==> config.mk <==
export PLATFORM = sky130hd
export DESIGN_NAME = id_ex_stage
export DESIGN_NICKNAME = d
export VERILOG_FILES = /design/src/rtl/id_ex_stage.sv
export SDC_FILE = /design/constraint.sdc
export NUM_CORES = 1
export LEC_CHECK = 0
export CAP_MARGIN = 20
export CORE_AREA = 2 2 137 139
export CTS_BUF_LIST = sky130_fd_sc_hd__clkbuf_8
export DETAILED_ROUTE_END_ITERATION = 10
export DIE_AREA = 0 0 139 141
export GPL_TIMING_DRIVEN = 1
export PLACE_DENSITY = 0.79
export SYNTH_ARGS = -nofsm -noshare
export SYNTH_HDL_FRONTEND = slang
export SYNTH_SLANG_ARGS = --single-unit
==> constraint.sdc <==
create_clock -name clk -period 4.7 [get_ports clk]
set_clock_uncertainty 0.05 [all_clocks]
set_input_delay 0.94 -clock clk [delete_from_list [all_inputs] [get_ports clk]]
set_output_delay 0.94 -clock clk [all_outputs]
set_load 0.05 [all_outputs]
==> src/rtl/id_ex_stage.sv <==
// ID/EX pipeline register for the 5-stage RV32I core.
// Holds the decoded instruction for EX and detects load-use hazards against the ID instruction.
module id_ex_stage #(
  parameter int XLEN  = 32,
  parameter int CNT_W = 16
) (
  input  logic             clk,
  input  logic             rst_n,
  input  logic             id_valid,
  input  logic [XLEN-1:0]  id_pc,
  input  logic [4:0]       id_rs1,
  input  logic [4:0]       id_rs2,
  input  logic [4:0]       id_rd,
  input  logic             id_uses_rs1,
  input  logic             id_uses_rs2,
  input  logic [XLEN-1:0]  id_rs1_data,
  input  logic [XLEN-1:0]  id_rs2_data,
  input  logic [XLEN-1:0]  id_imm,
  input  logic [7:0]       id_ctrl,
  input  logic [3:0]       id_alu_op,
  input  logic             ext_stall,
  input  logic             flush,
  output logic             hazard_stall,
  output logic             id_ex_valid,
  output logic [XLEN-1:0]  id_ex_pc,
  output logic [XLEN-1:0]  id_ex_rs1_data,
  output logic [XLEN-1:0]  id_ex_rs2_data,
  output logic [XLEN-1:0]  id_ex_imm,
  output logic [4:0]       id_ex_rs1,
  output logic [4:0]       id_ex_rs2,
  output logic [4:0]       id_ex_rd,
  output logic [7:0]       id_ex_ctrl,
  output logic [3:0]       id_ex_alu_op,
  output logic [CNT_W-1:0] stall_count,
  output logic [CNT_W-1:0] flush_count
);

  typedef struct packed {
    logic            valid;
    logic [XLEN-1:0] pc;
    logic [XLEN-1:0] rs1_data;
    logic [XLEN-1:0] rs2_data;
    logic [XLEN-1:0] imm;
    logic [4:0]      rs1;
    logic [4:0]      rs2;
    logic [4:0]      rd;
    logic [7:0]      ctrl;
    logic [3:0]      alu_op;
  } stage_t;

  localparam logic [CNT_W-1:0] CNT_MAX = {CNT_W{1'b1}};

  stage_t stage_q;
  stage_t stage_d;
  logic   load_use;

  // A load in EX cannot forward to ID's consumer; an all-zero bubble never matches forwarding.
  assign load_use = stage_q.valid && stage_q.ctrl[1] && (stage_q.rd != 5'd0) && id_valid &&
                    ((id_uses_rs1 && (id_rs1 == stage_q.rd)) ||
                     (id_uses_rs2 && (id_rs2 == stage_q.rd)));

  assign hazard_stall = load_use && !flush;

  // NOTE: every always_comb output gets a default first so no latch is inferred.
  always_comb begin
    stage_d = '0;
    if (id_valid) begin
      stage_d.valid    = 1'b1;
      stage_d.pc       = id_pc;
      stage_d.rs1_data = id_rs1_data;
      stage_d.rs2_data = id_rs2_data;
      stage_d.imm      = id_imm;
      stage_d.rs1      = id_rs1;
      stage_d.rs2      = id_rs2;
      stage_d.rd       = id_rd;
      stage_d.ctrl     = id_ctrl;
      stage_d.alu_op   = id_alu_op;
    end
  end

  // NOTE: sequential state uses non-blocking assignments only, so all flops update together.
  always_ff @(posedge clk or negedge rst_n) begin
    if (!rst_n) begin
      stage_q     <= '0;
      stall_count <= '0;
      flush_count <= '0;
    end else if (flush) begin
      stage_q <= '0;
      if (flush_count != CNT_MAX) flush_count <= flush_count + CNT_W'(1);
    end else if (!ext_stall) begin
      if (hazard_stall) begin
        stage_q <= '0;
        if (stall_count != CNT_MAX) stall_count <= stall_count + CNT_W'(1);
      end else begin
        stage_q <= stage_d;
      end
    end
  end

  assign id_ex_valid    = stage_q.valid;
  assign id_ex_pc       = stage_q.pc;
  assign id_ex_rs1_data = stage_q.rs1_data;
  assign id_ex_rs2_data = stage_q.rs2_data;
  assign id_ex_imm      = stage_q.imm;
  assign id_ex_rs1      = stage_q.rs1;
  assign id_ex_rs2      = stage_q.rs2;
  assign id_ex_rd       = stage_q.rd;
  assign id_ex_ctrl     = stage_q.ctrl;
  assign id_ex_alu_op   = stage_q.alu_op;

endmodule
* After elaboration in Yosys (flattened, before gate mapping)
Cells that the tools add are included.
Operators by class: add/sub/neg operators 2, shifts and indexed selects 0, eq/ne operators 5, div/mod/pow operators 0, bitwise logic cells 2, $mul 0, reductions and logical operators 12, magnitude comparators 0, muxes and demuxes 4
Operators with widths (count):
- $mux 156 | 4
- $add 16x1->16 const B | 2
- $ne 16x16->1 const B | 2
- $eq 5x5->1 | 2
- $logic_and 1x1->1 | 7
- $reduce_bool 5->1 | 1
- $reduce_and 4->1 | 1
- $ne 2x1->1 const B | 1
- $not 1->1 | 2
- $reduce_and 2->1 | 1
- $logic_not 1->1 | 1
- $logic_or 1x1->1 | 1
Storage, ports and cells: bits in read-only memories 0, input port bits 162, latch bits 0, output and inout port bits 189, bits in writable memories 0, logic and storage cells 37, flip-flop bits (word level) 188, memories kept 0

* Logic depth before layout (Yosys ltp)
Gate-level depths: netlist of the first run.
depth after elaboration 8, depth in mapped cells 8

* Worst setup path after synthesis of the first run
No wires, ideal clock.
path type input to output, start in id_rs1[1], end out hazard_stall, stages 5, arrival time 2.153 ns, required time 3.710 ns, path slack 1.557 ns, cells stage by stage xnor2_1 nand4_1 o22ai_2 buf_2 and2_1
Between the ends: cells in the longest elaborated chain, start to end 5
Ends and longest elaborated chain:
- start: declaration | RTL line 11 | input logic [4:0] id_rs1,
- $eq 5x5->1 | RTL line 59 | ((id_uses_rs1 && (id_rs1 == stage_q.rd)) ||
- $logic_and 1x1->1 | RTL line 59
- $logic_or 1x1->1 | RTL line 59
- $logic_and 1x1->1 | RTL line 58 | assign load_use = stage_q.valid && stage_q.ctrl[1] && (stage_q.rd != 5'd0) && id_valid &&
- $logic_and 1x1->1 | RTL line 62 | assign hazard_stall = load_use && !flush;
- end: declaration | RTL line 23 | output logic hazard_stall,
Every way passes these cells.

* Worst setup path in the final report of the first run
start in flush, end out hazard_stall
Between the ends: cells in the longest elaborated chain, start to end 2
Ends and longest elaborated chain:
- start: declaration | RTL line 22 | input logic flush,
- $logic_not 1->1 | RTL line 62
- $logic_and 1x1->1 | RTL line 62
Every way passes these cells.

==> results.txt, run 1 <==
Reg clk slew, reported paths - 0.09 ns
Critical R2R Launch - id_ex_rd[1]
Worst Tran Pin Value - 0.988 ns
Seq cells post-synth - 188
sw frac - 31.8%
worst path bufs/invs - 3
CTS Buffer Depth - 2
CP Data Required Time - 3.71 ns
highest clock rate - 256 MHz
setup_tns - 0 ns
core region area - 18,300 um^2
Final Hold Viols - 0
Max stage delay on crit path - 0.79 ns
Post-CTS Hold Fix Bufs - 0
flop2flop setup slack - 2.27 ns
largest net degree at the start of global routing - 103
RSZ-0062 raised after global routing - false
Nets - 1,022
first-pass GRT wire length - 33,500 um
die width - 139 um
Root Buffer Master - clkbuf_8
WHS Path Cells - 1
outcome - completed
Critical Path End Type - output port
DR pass1 iterations - 7
vias in the first global route - 5,943
post-cts sizing count - 0
Worst Min Path Start - id_ex_rs2_data[23]
crit path cell chain - clkdlybuf4s50_1 > nand2b_1 > a211o_1 > inv_2 > and2_1 > clkdlybuf4s50_1
fin cells - 1,106
number of setup buffers added after CTS - 0
startpoint types - primary input
max-slew violation count - 0
layout cells sized above 1 - 5.75%
post-route cell area - 11,300 um^2
Synth area leaders - dfrtp_1 66%, a22o_1 19%, xnor2_1 4.0%
CP dominant cell by count - clkdlybuf4s50_1
GRT Util Overall - 21.6%
Die Ht - 141 um
initial antenna violation count - 3
Crit Reg-Reg Endpoint - id_ex_rs1_data[3]
post-synth cell types - 36
Initial Utilization - 39.1%
max-cap violations - 0
met3 Resource Use GR - 6.42%
yosys warns - 0
PwrDens - 321 nW/um^2
die footprint - 19,600 um^2
sequential fraction of the synthesis area - 65.9%
placed cell area - 10,900 um^2
IO Count - 351
row cnt - 50
hold path endpoint - id_ex_rs2_data[23]
Fill cells - 1,477
routed wire length - 21,400 um
initial drt markers - 212
Internal Power - 2.48 mW
cell taking the most area after synthesis - dfrtp_1
H-Tree Depth - 4
CP Data Arrival Time - 2.92 ns
WL/cell - 19.3 um
vias per std cell - 5.28
Final min period - 3.91 ns
power share of the clock group - 29.7%
Sequential Power Share - 48.8%
Clock Latency Late Sink - 0.45 ns
met1 usage - 27.5%
busiest grt layer - met2
commonest non-fill, non-tap cell in the layout - clkdlybuf4s50_1
drc violations - 0
Final ANT Viol Nets - 0
Crit-path slowest cell - clkdlybuf4s50_1
synthesized area per cell - 13.9 um^2
Synth-to-Final Area Change - 58.3%
Reg2Reg Depth - 7
most frequent cells in the layout - 349 x clkdlybuf4s50_1, 188 x dfrtp_1, 155 x a22o_1
gp weighted congestion - 0.848
Switch Pwr - 1.16 mW
Detailed Place HPWL - 15,400 um
syn_nets - 678
relative slew slack - 34.1%
kind of critical path - primary input to output port
setup violators final - 0
number of CTS-inserted buffers - 17
met2 usage - 35.2%
Synth Instances - 514
synthesized area - 7140 um^2
DR vias - 5,835
gr ovfl total - 0
Synth top area share - 65.9%
Hold Crit Class - register to register
Combinational Power Share - 21.5%
clock sinks - 188
port bufs - 350
CTS tree - done
leak pwr - 4.95 nW
Top delay family on crit path - buffers and inverters
crit-path max FO - 4
Inst Count DP - 1,073
final worst-path cycle share - 83.2%
IR drop worst, VDD - 0.000383 V
==> state kept, by name, summed over array words and instances, names as in the netlist, 8 cells and up <==
register and flops:
id_ex_ctrl 8, id_ex_rs2_data 32, id_ex_pc 32, flush_count 16
id_ex_imm 32, stall_count 16, id_ex_rs1_data 32
==> stage by stage <==
stage,worst slack (ns),utilization (%),power (mW),hold WS [ns]
final,0.788,61.9,3.64,0.457
after CTS,0.786,61.9,3.68,0.465
after global placement,0.822,59.7,2.58,0.429
after detailed placement,0.786,59.7,2.59,0.436
after global routing,0.748,61.9,3.79,0.475
after floorplan,1.56,-,2.20,0.594
==> metal layers <==
layer | vias to the layer above | wire [um]
met5 | - | 13
met4 | 2 | 550
met3 | 36 | 1510
met2 | 255 | 10600
met1 | 2895 | 8740
li1 | 2647 | -
==> synthesized netlist by cell type <==
master and n:
dfrtp_1 188, a22o_1 155, xnor2_1 33, nand4_1 19, buf_2 18, clkbuf_1 18, nor2_1 12, nand2_1 11
nand3_1 9, and3_1 8, a21oi_1 6, and4_1 4, xor2_1 3, a211o_1 2, a31oi_1 2, and2_1 2
ha_1 2, mux2_1 2, nor3_1 2, o211ai_1 2, a211oi_1 1, a21o_1 1, a41oi_1 1, and4bb_1 1
and4bb_2 1, inv_1 1, inv_2 1, nand2_2 1, nand2b_1 1, nand3b_1 1, nor2_4 1, nor2b_1 1
nor4_1 1, o22ai_2 1, or3_1 1, or3b_1 1
==> cell type report <==
cell class | count | area [um^2] | area share [%]
Clock buffer | 19 | 262 | 2.31
Clock inverter | 12 | 130 | 1.15
Tap cell | 234 | 293 | 2.59
Sequential cell | 188 | 4700 | 41.6
Antenna cell | 2 | 5.00 | 0.0443
Timing Repair Buffer | 361 | 3610 | 32.0
Inverter | 2 | 7.51 | 0.0664
Multi-Input combinational cell | 288 | 2290 | 20.3
==> power by group through the flow <==
stage,Clock [mW],Combinational [mW],Sequential (mW)
after CTS,1.12,0.790,1.77
after floorplan,0,0.134,2.07
final,1.08,0.783,1.77
after global routing,1.18,0.827,1.79
after detailed placement,0,0.789,1.80
after global placement,0,0.779,1.80
==> worst max-delay path by stage <==
stage               from            to  cells past startpoint
2_1_floorplan  id_rs1[1]  hazard_stall                      5
3_3_place_gp       flush  hazard_stall                      6
3_5_place_dp       flush  hazard_stall                      6
4_1_cts            flush  hazard_stall                      6
5_1_grt            flush  hazard_stall                      6
6_report           flush  hazard_stall                      6
==> kinds of logic (layout without fill, tap and decap cells) <==
group	count (synthesis)	after routing	share of synthesized area, %
adders and majority gates	2	2	0.350
buffers and inverters	38	394	2.31
muxes	2	2	0.315
xor gates and xnor gates	36	36	4.41
AOI/OAI and AO/OA	171	171	20.6
other	0	2	0
DFF	188	188	65.9
and+or+nand+nor	77	77	6.18
Power figures use the tool's default switching activity.
==> run 2: changes to the inputs <==
Settings changed: CORE_AREA 2 2 137 139 to unset, CORE_MARGIN set to 2, CORE_UTILIZATION set to 38, DIE_AREA 0 0 139 141 to unset.
Clock period 4.7 ns to 3.15 ns, I/O delays scaled along.
==> results.txt, run 2 (synthesis gave the netlist of run 1 again) <==
kind of critical path - primary input to output port
initial drt markers - 315
final worst-path cycle share - 86.0%
highest clock rate - 369 MHz
Detailed Place HPWL - 15,200 um
outcome - completed
Final ANT Viol Nets - 0
CP Data Required Time - 2.47 ns
first-pass GRT wire length - 32,800 um
placed cell area - 10,900 um^2
Worst Tran Pin Value - 0.564 ns
gr ovfl total - 0
most frequent cells in the layout - 348 x clkdlybuf4s50_1, 188 x dfrtp_1, 155 x a22o_1
Initial Utilization - 38.4%
final worst-path setup slack - 0.442 ns
CTS Buffer Depth - 2
CP startpoint - id_rs1[4]
RSZ-0062 raised after global routing - false
GRT Util Overall - 21.0%
CP Data Arrival Time - 2.03 ns
commonest non-fill, non-tap cell in the layout - clkdlybuf4s50_1
Fill cells - 1,474
Reg clk slew, reported paths - 0.10 ns
number of CTS-inserted buffers - 17
row cnt - 50
layout cells sized above 1 - 5.65%
crit-path max FO - 2
Nets - 1,020
Root Buffer Master - clkbuf_8
port bufs - 350
gp weighted congestion - 0.809
DR vias - 5,765
Final min period - 2.71 ns
die width - 141 um
drc violations - 0
setup violators final - 0
max-cap violations - 0
IR drop worst, VDD - 0.000428 V
relative slew slack - 62.3%
vias per std cell - 5.23
Synth-to-Final Area Change - 58.5%
Die Ht - 141 um
Critical Path End Type - output port
initial antenna violation count - 0
leak pwr - 4.96 nW
max-slew violation count - 0
Clock Latency Late Sink - 0.46 ns
Final Hold Viols - 0
Place WS - 0.456 ns
setup_tns - 0 ns
post-route cell area - 11,300 um^2
Hold Crit Class - primary input to asynchronous set/reset pin
PwrDens - 473 nW/um^2
IO Count - 351
final hold slack - 0.121 ns
clock sinks - 188
largest net degree at the start of global routing - 89
WL/cell - 19.2 um
post-cts sizing count - 0
vias in the first global route - 5,812
DR pass1 iterations - 4
routed wire length - 21,100 um
H-Tree Depth - 4
ant diodes - 0
startpoint types - primary input
CTS tree - done
core region area - 18,600 um^2
die footprint - 19,900 um^2
Critical R2R Launch - id_ex_rd[2]
Post-CTS Hold Fix Bufs - 0
number of setup buffers added after CTS - 0
run 2: final cells by class:
cell class	instances	area [um^2]	area share, %
Clock buffer	18	248	2.19
Tap cell	234	293	2.59
Timing Repair Buffer	359	3650	32.2
Inverter	2	7.51	0.0663
Multi-Input combinational cell	288	2290	20.2
Sequential cell	188	4700	41.6
Clock inverter	13	128	1.13
run 2: final timing paths:
check	cells after the start	slack, ns	endpoint
worst max-delay path	6	0.44	hazard_stall
worst min-delay path	1	0.12	flush_count[13]
worst max register to register	7	1.05	id_ex_rs2_data[21]
worst min register to register	1	0.45	flush_count[15]
max in group asynchronous	2	2.07	id_ex_imm[17]
min in group clk	1	0.45	flush_count[15]
run 2: power by group:
group	internal, mW	total, mW	leakage (nW)	switching, mW
sequential	2.53	2.64	2.56	0.112
clock	0.602	1.53	0.188	0.932
combinational	0.485	1.18	2.21	0.691
total	3.62	5.35	4.96	1.73
run 2: routing by layer:
layer / track usage [%] / share of wire [%]
met3: 5.91 / 7.2
met4: 6.58 / 2.2
met2: 34.9 / 50
met5: 0 / 0
met1: 26.7 / 41
run 2: metrics by stage:
step                      power (mW)  instances  utilization (%)
after floorplan                 3.28        514                -
final                           5.35       1102             60.9
after CTS                       5.42       1102             60.9
after global placement          3.85       1071             58.9
after global routing            5.59       1102             60.9
after detailed placement        3.87       1071             58.9
run 2: critical path, stage by stage:
cell	delay, ns
clkdlybuf4s50_1	0.50
xnor2_1	0.13
nand4_1	0.12
o22ai_2	0.25
and2_1	0.24
buf_12	0.16
==> run 3: changes to the inputs <==
Settings changed: GPL_TIMING_DRIVEN 1 to 0.
==> results.txt, run 3 (synthesis gave the netlist of run 1 again) <==
startpoint types - primary input
IR drop worst, VDD - 0.000462 V
crit-path max FO - 10
Synth-to-Final Area Change - 59.2%
core region area - 18,600 um^2
Worst Tran Pin Value - 0.719 ns
Final ANT Viol Nets - 0
routed wire length - 21,900 um
largest net degree at the start of global routing - 97
H-Tree Depth - 4
Place WS - -0.596 ns
die footprint - 19,900 um^2
max-cap violations - 0
PwrDens - 472 nW/um^2
DR pass1 iterations - 4
Crit Reg-Reg Endpoint - id_ex_rs2[4]
CTS Buffer Depth - 2
outcome - completed
CP Data Required Time - 2.47 ns
Initial Utilization - 38.4%
commonest non-fill, non-tap cell in the layout - clkdlybuf4s50_1
fin cells - 1,132
final worst-path cycle share - 96.3%
Hold Crit Class - primary input to asynchronous set/reset pin
DR vias - 5,881
kind of critical path - primary input to output port
number of CTS-inserted buffers - 17
Critical R2R Launch - id_ex_rd[0]
Die Ht - 141 um
Nets - 1,049
gr ovfl total - 0
Reg clk slew, reported paths - 0.10 ns
Inst Count DP - 1,098
RSZ-0062 raised after global routing - false
Critical Path End Type - output port
highest clock rate - 330 MHz
vias per std cell - 5.20
initial antenna violation count - 0
Root Buffer Master - clkbuf_8
die width - 141 um
Reg2Reg Depth - 7
IO Count - 351
layout cells sized above 1 - 6.68%
WL/cell - 19.4 um
port bufs - 349
relative slew slack - 52.1%
most frequent cells in the layout - 347 x clkdlybuf4s50_1, 188 x dfrtp_1, 155 x a22o_1
first-pass GRT wire length - 34,300 um
Detailed Place HPWL - 16,400 um
initial drt markers - 290
setup violators final - 0
leak pwr - 5.03 nW
Clock Latency Late Sink - 0.45 ns
ant diodes - 0
Final min period - 3.03 ns
clock sinks - 188
Final Hold Viols - 0
max-slew violation count - 0
gp weighted congestion - 0.862
Post-CTS Hold Fix Bufs - 0
vias in the first global route - 6,113
flop2flop setup slack - 0.80 ns
GRT Util Overall - 22.1%
CTS tree - done
CP Data Arrival Time - 2.35 ns
final worst-path setup slack - 0.115 ns
drc violations - 0
row cnt - 50
final hold slack - 0.0997 ns
[run 3: per-stage QoR]
step	setup TNS, ns	total power [mW]	util [%]	area (um^2)
floorplan	0	3.28	-	7140
global placement	-1199.59	3.85	58.8	10900
detailed placement	-0.596	3.87	59.0	11000
CTS	0	5.43	61.1	11400
global route	0	5.61	61.2	11400
finish	0	5.37	61.2	11400
[run 3: power breakdown]
part | internal, mW | switching (mW)
registers | 2.53 | 0.114
logic | 0.483 | 0.696
clock network | 0.625 | 0.925
[run 3: worst max-delay path by stage]
stage / start / endpoint / slack, ns / cells after the start
2_1_floorplan: id_ex_rd[1] / hazard_stall / 0.52 / 5
3_3_place_gp: rst_n / id_ex_imm[12] / -6.39 / 1
3_5_place_dp: id_rs1[4] / hazard_stall / -0.60 / 7
4_1_cts: id_rs1[4] / hazard_stall / 0.02 / 7
5_1_grt: id_rs1[2] / hazard_stall / 0.002 / 7
6_report: id_rs1[4] / hazard_stall / 0.12 / 7
[run 3: layer usage]
| metal | part of all wire, % | global-route usage (%) | up-vias |
|---|---|---|---|
| met4 | 2.1 | 6.89 | 0 |
| met2 | 50 | 37.1 | 220 |
| met5 | 0 | 0 | - |
| met3 | 7.2 | 6.73 | 31 |
| met1 | 41 | 27.5 | 2924 |
| li1 | - | - | 2706 |
[run 3: worst max-delay path: stages]
cell	delay (ns)
clkdlybuf4s50_1	0.50
xnor2_1	0.13
nand4_1	0.16
o22ai_4	0.25
buf_2	0.25
and2_1	0.17
buf_2	0.27
[run 3: cell type report]
class                   count  area [um^2]
clock inverters            13          131
plain buffers              36          158
inverters                   2         7.51
clock buffers              19          262
fillers                  1531         7210
flip-flops and latches    188         4700
repair buffers            352         3540
multi-input cells         288         2280
well taps                 234          293
[run 3: what timing repair did]
action / in CTS / in global routing
gates resized for setup: 6 / 0
endpoints found under the setup margin: 1 / 1
setup buffers: 0 / 2
pin swaps: 1 / 1
==> RTL edit 1, RTL diff (flow settings as in run 3) <==
Set the parameter `CNT_W` to 32 (it was 16).
--- a/src/rtl/id_ex_stage.sv
+++ b/src/rtl/id_ex_stage.sv
@@ -4,3 +4,3 @@
   parameter int XLEN  = 32,
-  parameter int CNT_W = 16
+  parameter int CNT_W = 32
 ) (
Interface: changed (resized flush_count and stall_count); port bits go from 351 to 383. The function was not compared with the original's and may differ.
==> RTL edit 1 against run 3 <==
Non-clock buffer count increased by 34. Hold slack better by 0.29 ns. Wire length up 28%. Worst setup slack gained 0.0039 ns. Die area up 22%. Design area grew 21%. Sequential cell count increased by 32. Area after synthesis grew 23%. Sequential power is 16% higher. Critical path depth is the same. Power increased by 27%. Critical endpoint unchanged. Largest cell class unchanged. Largest power group unchanged.
==> RTL edit 1: results (changes against run 3) <==
Via-to-Cell Ratio: 5.16 (-0.60%)
clock buffer depth: 3 (+1)
number of global-route vias before repair: 7395 (+21%)
sequential element share of the synthesized area: 62.6% (-3.3 points)
crit path launch: id_rs2[4]
largest net degree at the start of global routing: 92 (-5.2%)
Post-synth EDFFs: 0 (unchanged)
H-tree depth: 2 (-2)
Crit Path Max Fanout: 10 (unchanged)
reg-to-reg startpoint: flush_count[20]
clock latency on the worst-skew pair: 0.52 ns (+0.07 ns)
Synth warnings: 0 (unchanged)
GPL Wtd Cong: 0.835 (-3.1%)
dpl hpwl: 21.0 mm (+28%)
Post-Route WL: 28.1 mm (+28%)
CTS clock-pin slew for the worst setup and hold paths: 0.06 ns (-0.04 ns)
min-delay worst type: in -> reg
I/O Buffers: 381 (+9.2%)
synth cell count leaders: 220 x dfrtp_1, 155 x a22o_1, 49 x xnor2_1
outcome: finished, final reports clean
hold path start: flush
layout cell share with drive strength beyond 1: 9.61% (+2.9 points)
fill count: 1815 (+19%)
internal cell power: 4840 uW (+33%)
synth top area cells: dfrtp_1 63%, a22o_1 15%, xnor2_1 4.9%
TritonRoute pass-1 iters: 4 (unchanged)
Ant. Diodes: 0 (unchanged)
Post-CTS Setup Inserts: 0 (unchanged)
ys flop type: dfrtp_1
worst endpoint data arrival time: 2.35 ns (about the same)
clk root buf: clkbuf_8
nets@finish: 1240 (+18%)
syn nets: 816 (+20%)
Global Route Usage Sum: 22.4% (+0.36 points)
Slew headroom: 53.2% (+1.1 points)
Leakage: 0.00612 uW (+22%)
antenna violations before repair: 0 (unchanged)
DR iter-0 viols: 509 (+76%)
Peak VDD IR: 331 uV (-28%)
post-synthesis cell type count: 41 (+14%)
DP Worst Slack: -0.544 ns (+0.0524 ns)
asr flop ratio synth: 100% (unchanged)
first-pass GRT wire length: 42.6 mm (+24%)
cts bufs inserted: 38 (+21)
==> RTL edit 1: cell count changes after synthesis, moves of 4 or more <==
cell,delta
dfrtp_1,+32
nand3_1,+22
xor2_1,+20
buf_2,-17
xnor2_1,+16
buf_6,+15
nand2_1,+12
nor3_1,+12
nor2_1,+7
nand4_1,+6
a21oi_1,-5
buf_4,+5
and3_2,+4
==> RTL edit 1: through the flow <==
step / cells / cell area, sq um
after floorplan: 652 / 8800
after global placement: 1318 / 13000
after detailed placement: 1320 / 13000
after CTS: 1388 / 13800
after global routing: 1388 / 13800
final: 1388 / 13800
==> RTL edit 1: path summary, 6_finish.rpt <==
kind	cells past startpoint	endpoint	slack [ns]
worst max-delay path	7	hazard_stall	0.12
worst min-delay path	3	flush_count[8]	0.39
worst max register to register	5	flush_count[1]	0.88
worst min register to register	1	stall_count[14]	0.45
max in group asynchronous	3	id_ex_rs1_data[19]	1.73
min in group asynchronous	2	flush_count[4]	0.55
==> RTL edit 1: repair_timing <==
item / in CTS / in global routing
endpoints found under the setup margin: 1 / 1
hold buffers: 1 / 0
pin swaps: 0 / 1
gates cloned: 0 / 0
endpoints found under the hold margin: 39 / 0
gates resized for setup: 5 / 1
==> RTL edit 1: cells by family (layout without fill, tap and decap cells) <==
group	after synthesis	after routing	synth area share, %
flip-flops	220	220	62.6
AO/OA/AOI/OAI	161	161	16.0
AND/OR/NAND/NOR	154	154	10.4
XOR/XNOR	72	72	7.17
buffers and inverters	41	492	3.26
adder cells (fa/ha/maj)	2	2	0.284
multiplexers	2	2	0.256
==> RTL edit 1: routing by layer <==
layer	global-route usage, %	routed length, um	up-vias
li1	-	-	3287
met1	28.7	11500	3550
met2	36.3	13700	274
met3	6.58	1940	57
met4	8.26	878	0
met5	0	0	-
==> RTL edit 1: worst max-delay path: stages <==
cell and delay, ns:
clkdlybuf4s50_1 0.54, xnor2_1 0.15, nand4_1 0.20, o22ai_2 0.23, and2_1 0.16, buf_4 0.18
clkbuf_4 0.26
==> RTL edit 1: cell type report <==
| cell class | count | area, sq um | share of cell area [%] |
|---|---|---|---|
| Multi-Input combinational cell | 391 | 3010 | 21.8 |
| Clock buffer | 45 | 619 | 4.49 |
| Timing Repair Buffer | 384 | 3880 | 28.2 |
| Inverter | 3 | 11.3 | 0.0817 |
| Buffer | 38 | 275 | 2.00 |
| Sequential cell | 220 | 5510 | 39.9 |
| Clock inverter | 22 | 130 | 0.944 |
| Tap cell | 285 | 357 | 2.59 |
==> RTL edit 1: power by group through the flow <==
stage	Clock, uW	Sequential [uW]	Combinational, uW
4_1_cts	2610	3060	1230
6_report	2560	3060	1210
5_1_grt	2760	3080	1280
3_5_place_dp	0	3110	1220
2_1_floorplan	0	3500	214
3_3_place_gp	0	3110	1200
==> RTL edit 2, RTL diff (config.mk and constraints of run 3) <==
Without the edit above. Reset style: synchronous (`rst_n`), changed in one clocked block.
--- a/src/rtl/id_ex_stage.sv
+++ b/src/rtl/id_ex_stage.sv
@@ -81,3 +81,3 @@
   // NOTE: sequential state uses non-blocking assignments only, so all flops update together.
-  always_ff @(posedge clk or negedge rst_n) begin
+  always_ff @(posedge clk) begin
     if (!rst_n) begin
Function: differs if rst_n is asserted again (counterexample within 4 cycles, from zero or initial values and one cycle with rst_n low); with rst_n held inactive, the same outputs for 4 cycles.
==> RTL edit 2 against run 3 <==
Design area is 6.8% lower. Wire length is 1.8% higher. Area after synthesis is 10% lower. Worst setup slack worse by 0.030 ns. Via count is 2.1% higher. Sequential cell count stayed put. Cell count is 2.4% higher. Critical path type unchanged.
Power is not compared: it rests on default switching activity, and its combinational part moved more than twofold at a synthesized area within 25%.
==> RTL edit 2: results (changes against run 3) <==
outcome: finished, final reports clean
Slew headroom: 32.8% (-19 points)
Reg area: 3760 sq um (-20%)
post-synthesis cell type count: 41 (+14%)
Hold Slack: 0.429 ns (+0.330 ns)
reg-to-reg startpoint: id_ex_rd[0]
R2R depth: 8 (+1)
fraction of area in multi-input gates: 23.1% (+3.1 points)
fin cells: 1159 (+2.4%)
synth cell count leaders: 188 x dfxtp_1, 155 x a22o_1, 23 x clkbuf_1
Final non-clock buffer share: 34.9% (+2.4 points)
tap cells: 220 (-6.0%)
Worst R2R Setup Slack: 0.74 ns (-0.06 ns)
M1 wire length: 9.47 mm (+5.7%)
sequential element share of the synthesized area: 58.8% (-7.1 points)
synth top area cells: dfxtp_1 59%, a22o_1 21%, xor2_1 1.6%
Global Route Usage Sum: 24.6% (+2.5 points)
DP Worst Slack: -1.05 ns (-0.450 ns)
layout cell share with drive strength beyond 1: 6.18% (-0.50 points)
DR iter-0 viols: 281 (-3.1%)
inverter count: 4 (+2)
#MultiIn Comb: 323 (+12%)
syn nets: 721 (+6.3%)
worst r2r dst: id_ex_rs1_data[31]
fin worst setup slack: 0.0847 ns (-0.0305 ns)
fill count: 1311 (-14%)
largest net degree at the start of global routing: 20 (-79%)
Post-Route WL: 22.3 mm (+1.8%)
Via Count: 6004 (+2.1%)
Crit Path Max Fanout: 19 (+9)
I/O Buffers: 350 (+0.29%)
Mapped Cells: 557 (+8.4%)
DP Area: 10200 sq um (-7.1%)
dpl hpwl: 16.7 mm (+2.1%)
layout clock buffer count: 18 (-1)
clock-cell share of area: 3.76% (+0.30 points)
GPL Wtd Cong: 0.806 (-6.5%)
Post-CTS Setup Inserts: 1 (+1)
worst endpoint data arrival time: 2.39 ns (+0.04 ns)
RTL edit 2: cell types whose count changed in the layout (fill, tap and decap cells not counted), sizes merged, moves of 10 or more:
cell,before,now
or4,0,12
xnor2,33,8
dfxtp,0,188
dfrtp,188,0
a21oi,6,16
o31ai,0,13
nand4,19,8
RTL edit 2: report_power, final:
group | internal, uW | total, uW | switching, uW
clock network | 679 | 1610 | 934
logic | 296 | 585 | 289
registers | 2420 | 2450 | 29.8
total | 3390 | 4650 | 1250
RTL edit 2: kinds of logic after synthesis:
kind of cell,after synthesis,synth area share (%)
and+or+nand+nor,99,8.79
buffers and inverters,46,3.17
DFF,188,58.8
adders and majority gates,2,0.391
xor gates and xnor gates,20,2.74
muxes,2,0.313
AOI/OAI and AO/OA,200,25.8
RTL edit 2: critical path: stages:
cell and delay, ns:
clkdlybuf4s50_1 0.45, xor2_1 0.16, nor4_2 0.31, a32oi_2 0.18
buf_2 0.25, nor2_1 0.17, buf_4 0.22
